===== src/rtl/vme_pkg.sv =====
// Shared types and field positions for the VME A24 slave address decoder.
package vme_pkg;

   typedef enum logic [2:0] {
      S_IDLE,
      S_NOMATCH,
      S_DECODE,
      S_WAIT_DS,
      S_STROBE,
      S_ACK,
      S_BERR,
      S_RELEASE
   } vme_state_t;

   localparam logic [5:0] AM_A24_USER = 6'h39;
   localparam logic [5:0] AM_A24_SUP  = 6'h3D;

   localparam int BID_HI = 23;
   localparam int BID_LO = 19;
   localparam int DEV_HI = 15;
   localparam int DEV_LO = 12;
   localparam int CMD_HI = 11;
   localparam int CMD_LO = 2;

   function automatic logic am_ok(input logic [5:0] am);
      return (am == AM_A24_USER) || (am == AM_A24_SUP);
   endfunction

endpackage


===== src/rtl/vme_sync.sv =====
// Two-flop synchroniser for asynchronous active-low bus strobes.
module vme_sync #(
   parameter int W = 1
) (
   input  logic         FASTCLK,
   input  logic         RST_B,
   input  logic [W-1:0] d,
   output logic [W-1:0] q
);

   logic [W-1:0] meta;

   always_ff @(posedge FASTCLK or negedge RST_B) begin
      if (!RST_B) begin
         meta <= '1;
         q    <= '1;
      end else begin
         meta <= d;
         q    <= meta;
      end
   end

endmodule


===== src/rtl/vme_addr_decode.sv =====
// VME A24 slave front end: strobe sync, slot match, device/command decode,
// DTACK watch and bus-error timeout.
module vme_addr_decode
   import vme_pkg::*;
#(
   parameter int NDEV    = 16,
   parameter int TIMEOUT = 255,
   parameter int CNT_W   = 8
) (
   input  logic            FASTCLK,
   input  logic            RST_B,
   input  logic [4:0]      BOARD_ID,
   input  logic            VME_AS_B,
   input  logic [1:0]      VME_DS_B,
   input  logic            VME_WRITE_B,
   input  logic [5:0]      VME_AM,
   input  logic [23:1]     VME_ADDR,
   input  logic            DEV_DTACK_B,
   output logic            STROBE,
   output logic            WRITE_B,
   output logic [NDEV-1:0] DEVICE,
   output logic [9:0]      COMMAND,
   output logic            BERR_B,
   output logic            BUSY
);

   localparam logic [CNT_W-1:0] TMO     = CNT_W'(TIMEOUT);
   localparam logic [NDEV-1:0]  DEV_ONE = NDEV'(1);

   vme_state_t       state;
   logic             as_s;
   logic [1:0]       ds_s;
   logic             dtack_s;
   logic             ds_act;
   logic             hit;
   logic [3:0]       dev_idx;
   logic [CNT_W-1:0] cnt;
   logic             unused_addr;

   vme_sync #(.W(1)) u_sync_as (
      .FASTCLK (FASTCLK),
      .RST_B   (RST_B),
      .d       (VME_AS_B),
      .q       (as_s)
   );

   vme_sync #(.W(2)) u_sync_ds (
      .FASTCLK (FASTCLK),
      .RST_B   (RST_B),
      .d       (VME_DS_B),
      .q       (ds_s)
   );

   vme_sync #(.W(1)) u_sync_dtack (
      .FASTCLK (FASTCLK),
      .RST_B   (RST_B),
      .d       (DEV_DTACK_B),
      .q       (dtack_s)
   );

   assign ds_act      = ~&ds_s;
   assign hit         = am_ok(VME_AM) &&
                        (VME_ADDR[BID_HI:BID_LO] == BOARD_ID);
   assign unused_addr = ^{VME_ADDR[18:16], VME_ADDR[1]};
   assign BUSY        = (state != S_IDLE);

   always_ff @(posedge FASTCLK or negedge RST_B) begin
      if (!RST_B) begin
         state   <= S_IDLE;
         STROBE  <= 1'b0;
         WRITE_B <= 1'b1;
         DEVICE  <= '0;
         COMMAND <= '0;
         BERR_B  <= 1'b1;
         cnt     <= '0;
         dev_idx <= '0;
      end else if (state != S_IDLE && as_s) begin
         // AS released: abandon the cycle, keep latched address info
         state  <= S_IDLE;
         STROBE <= 1'b0;
         DEVICE <= '0;
         BERR_B <= 1'b1;
         cnt    <= '0;
      end else begin
         unique case (state)
            S_IDLE: begin
               if (!as_s) begin
                  if (hit) begin
                     state   <= S_DECODE;
                     COMMAND <= VME_ADDR[CMD_HI:CMD_LO];
                     WRITE_B <= VME_WRITE_B;
                     dev_idx <= VME_ADDR[DEV_HI:DEV_LO];
                  end else begin
                     state <= S_NOMATCH;
                  end
               end
            end
            S_NOMATCH: begin
               state <= S_NOMATCH;
            end
            S_DECODE: begin
               DEVICE <= DEV_ONE << dev_idx;
               state  <= S_WAIT_DS;
            end
            S_WAIT_DS: begin
               if (ds_act) begin
                  STROBE <= 1'b1;
                  cnt    <= '0;
                  state  <= S_STROBE;
               end
            end
            S_STROBE: begin
               // DTACK has priority over a timeout on the same clock
               if (!dtack_s) begin
                  state <= S_ACK;
               end else if (cnt == TMO) begin
                  state  <= S_BERR;
                  STROBE <= 1'b0;
                  BERR_B <= 1'b0;
                  DEVICE <= '0;
               end else begin
                  cnt <= cnt + 1'b1;
               end
            end
            S_ACK: begin
               if (!ds_act) begin
                  state  <= S_RELEASE;
                  STROBE <= 1'b0;
                  DEVICE <= '0;
                  cnt    <= '0;
               end
            end
            S_BERR: begin
               if (!ds_act) begin
                  state  <= S_RELEASE;
                  BERR_B <= 1'b1;
                  DEVICE <= '0;
                  cnt    <= '0;
               end
            end
            S_RELEASE: begin
               STROBE <= 1'b0;
               BERR_B <= 1'b1;
               cnt    <= '0;
               // next data phase of a block transfer reuses the address
               if (ds_act) begin
                  DEVICE <= DEV_ONE << dev_idx;
                  state  <= S_WAIT_DS;
               end else begin
                  DEVICE <= '0;
               end
            end
            default: begin
               state <= S_IDLE;
            end
         endcase
      end
   end

endmodule


===== config.mk =====
export PLATFORM = sky130hd
export DESIGN_NAME = vme_addr_decode
export DESIGN_NICKNAME = d
export VERILOG_FILES = /design/src/rtl/vme_pkg.sv /design/src/rtl/vme_sync.sv /design/src/rtl/vme_addr_decode.sv
export SDC_FILE = /design/constraint.sdc
export NUM_CORES = 1
export LEC_CHECK = 0
export ABC_CLOCK_PERIOD_IN_PS = 4760
export BUFFER_PORTS_ARGS = -buffer_cell sky130_fd_sc_hd__buf_2
export CORE_ASPECT_RATIO = 2
export CORE_MARGIN = 2
export CORE_UTILIZATION = 56
export DETAILED_ROUTE_END_ITERATION = 8
export PLACE_DENSITY = 0.85
export SLEW_MARGIN = 20
export SYNTH_ARGS = -nofsm -noshare
export SYNTH_HDL_FRONTEND = slang
export SYNTH_SLANG_ARGS = --single-unit
export TNS_END_PERCENT = 20

===== constraint.sdc =====
create_clock -name FASTCLK -period 4.76 [get_ports FASTCLK]
set_input_delay 0.714 -clock FASTCLK [delete_from_list [all_inputs] [get_ports FASTCLK]]
set_output_delay 0.714 -clock FASTCLK [all_outputs]
set_load 0.03 [all_outputs]

==> reports/results.tsv <==
stage	metric	value	unit
synth	Syn. warnings	0	
sta	slew margin rel.	0.299	
synth	post-synthesis compound-gate area fraction	0.136	
clocking	CTS resizes	0	
placement	port buffer count	65	
floorplanning	DIE HEIGHT	99.6	µm
grt	GRT busiest layer	met2	
floorplanning	Core ar.	4380	µm²
sta	Least-Margin Pin Slew	1.05	ns
power	PD cells	399	nW/µm²
worst_setup_path	Worst Setup Start Kind	flop	
finish	commonest non-fill, non-tap cell in the layout	buf_2	
synth	#FFs+latches synth	52	
sta	endpoints failing setup	0	
sta	fin. max-slew vios	0	
floorplanning	io pins	71	
placement	Final GP Congestion	0.918	
clocking	CTS Sinks	52	
drt	WL/cell	16.3	µm
sta	Setup Total Neg Slack	0	ns
worst_setup_path	WP data required	4.95	ns
synth	Synth Instances	219	
sta	min Tclk post-route	2.62	ns
synth	synth unique cells	51	
sta	clk_skew	0.0119	ns
drt	WL final	5510	µm
clocking	Clock Latency Late Sink	0.30	ns
sta	final hold violation count	0	
floorplanning	Rows	34	
synth	mux contribution to synthesized area	0.145	
grt	gr usage total	0.240	
worst_setup_path	Critical Path End Type	flop	
synth	largest family of logic cells by synthesized area	simple AND/OR/NAND/NOR gates	
floorplanning	die width	51.8	µm
synth	Mean Syn Cell Area	11.7	µm²
power	Max VDD drop	400	µV
drt	DRC	0	
grt	met2 Resource Use GR	0.454	
drt	Initial DRC Count	41	
clocking	clock-pin slew on the worst setup and hold paths	0.10	ns
clocking	Post CTS Setup Buffer Count	0	
synth	Top FF cell, synth	dfrtp_1	
hold_path	Tightest Hold Check Type	flop to flop	
synth	XOR/XNOR share of the synthesized area	0.0205	
grt	met3 Use GR	0.0435	
grt	largest net degree at the start of global routing	53	
drt	drt pass-1 iters	4	
clocking	htree depth	2	
finish	Layout area overhead	17.5	%
synth	post-synthesis sequential area ratio	0.513	
floorplanning	Initial Util	0.584	
finish	commonest cells after routing, fill and taps aside	65 x buf_2, 42 x dfrtp_1, 31 x mux2_2	
sta	fmax	0.382	GHz
synth	syn_nets	261	
sta	final worst path period share	0.550	
synth	number of synthesized flops with an enable pin	0	
status	outcome	finished clean	
placement	dpl hpwl	4170	µm
clocking	cts hold-fix bufs	0	
power	P_leak	1.48	nW
synth	Post-Syn Area	2560	µm²
grt	Global Route met1 Usage	0.246	
worst_setup_path	r2r setup slk	2.14	ns
grt	global route overflow	0	
drt	vias per cell	5.86	
worst_setup_path	CP Data Arrival Time	2.80	ns
grt	global-route wire length before repair	9360	µm
worst_setup_path	CP Max Fanout	16	
finish	Total Nets Final	325	
worst_setup_path	Crit Path Class	flop to flop	
job	MaxCap Viol Count	0	
synth	simple-gate share of the synthesized area	0.148	
clocking	clk buf depth	2	
clocking	CTS tree	yes	
sta	unrepaired setup endpoints after global routing	false	
finish	n_diodes	0	
sta	Hold Slack	0.360	ns
grt	vias in the first global route	2100	
synth	adder-cell share of the synthesized area	0.00880	
drt	via count	1982	
clocking	Root Buffer	clkbuf_8	
finish	share of cells above drive strength 1	0.433	
synth	post-synthesis async set-or-reset flop share	1.00	
grt	initial antenna violation count	0	
clocking	CTS buffer count	5	
floorplanning	Total Die Area	5160	µm²
drt	post-route ant nets	0	
[metal layers]
| metal | share of wire | up-vias |
|---|---|---|
| met1 | 0.34 | 976 |
| met2 | 0.59 | 60 |
| met3 | 0.042 | 10 |
| li1 | - | 936 |
| met4 | 0.020 | 0 |
| met5 | 0 | - |
[area by class of cell]
type / instances / area, µm²
clock buffers: 6 / 82.6
clock inverters: 2 / 13.8
fillers: 340 / 1380
inverters: 6 / 22.5
multi-input cells: 152 / 1170
flip-flops and latches: 52 / 1310
well taps: 54 / 67.6
repair buffers: 66 / 333
[worst max-delay path: stages, from the launching register on]
cell	delay, ns
dfrtp_1	0.41
ha_1	0.22
nand4_1	0.16
nor2_1	0.19
a41oi_1	0.21
o41ai_4	0.88
mux2_2	0.43
[through the flow]
step	cells	area [µm²]	power [mW]	setup WS, ns	util
after floorplan	219	2560	0.860	2.66	-
after global placement	330	2910	0.935	2.21	0.664
after detailed placement	330	2910	0.945	2.15	0.664
after CTS	338	3010	1.21	2.16	0.686
after global routing	338	3010	1.27	2.03	0.686
final	338	3010	1.20	2.14	0.686
[path summary, 6_finish.rpt]
kind	startpoint	to	cells past startpoint
setup / recovery	cnt[0]	DEVICE[2]	6
hold / removal	u_sync_ds.meta[1]	u_sync_ds.q[1]	0
setup reg to reg	cnt[0]	DEVICE[2]	6
hold reg to reg	u_sync_ds.meta[1]	u_sync_ds.q[1]	0
max in group asynchronous	RST_B	DEVICE[3]	2
min in group asynchronous	RST_B	cnt[6]	2
[cell families (layout without fill, tap and decap cells)]
| logic type | Yosys count | count (layout) |
|---|---|---|
| flops | 52 | 52 |
| compound gates | 37 | 37 |
| xor+xnor | 6 | 6 |
| mux | 33 | 33 |
| simple gates | 74 | 74 |
| fa+ha+maj | 2 | 2 |
| buf+inv | 15 | 80 |
[sequential cells by signal, summed over array words and instances (netlist names), 2 cells and up]
register        flops
DEVICE             16
COMMAND            10
cnt                 8
dev_idx             4
state               3
u_sync_ds.meta      2
u_sync_ds.q         2
[where the power goes]
| group | switching [mW] | internal (mW) |
|---|---|---|
| clock | 0.142 | 0.119 |
| sequential | 0.0567 | 0.474 |
| combinational | 0.243 | 0.165 |
[synthesized netlist by cell type, types with 2 or more instances]
master	instances	area share
inv_1	6	0.0088
or2_2	2	0.0049
a21oi_1	5	0.0098
nand3_1	6	0.012
nor3_1	15	0.029
nor2_1	23	0.034
nand2_1	7	0.010
o22ai_1	2	0.0049
and3_1	5	0.012
a22oi_1	2	0.0059
nand4_1	3	0.0073
clkbuf_1	4	0.0059
a221o_1	6	0.023
nand3b_1	2	0.0059
o21ai_0	5	0.0098
dfrtp_1	42	0.41
a41oi_1	2	0.0068
nor3b_1	2	0.0059
mux2_2	31	0.14
o21a_1	2	0.0059
dfstp_2	10	0.10
buf_2	2	0.0039
nand2b_1	3	0.0073
xor2_1	5	0.017
(Power assumes the default switching activity.)
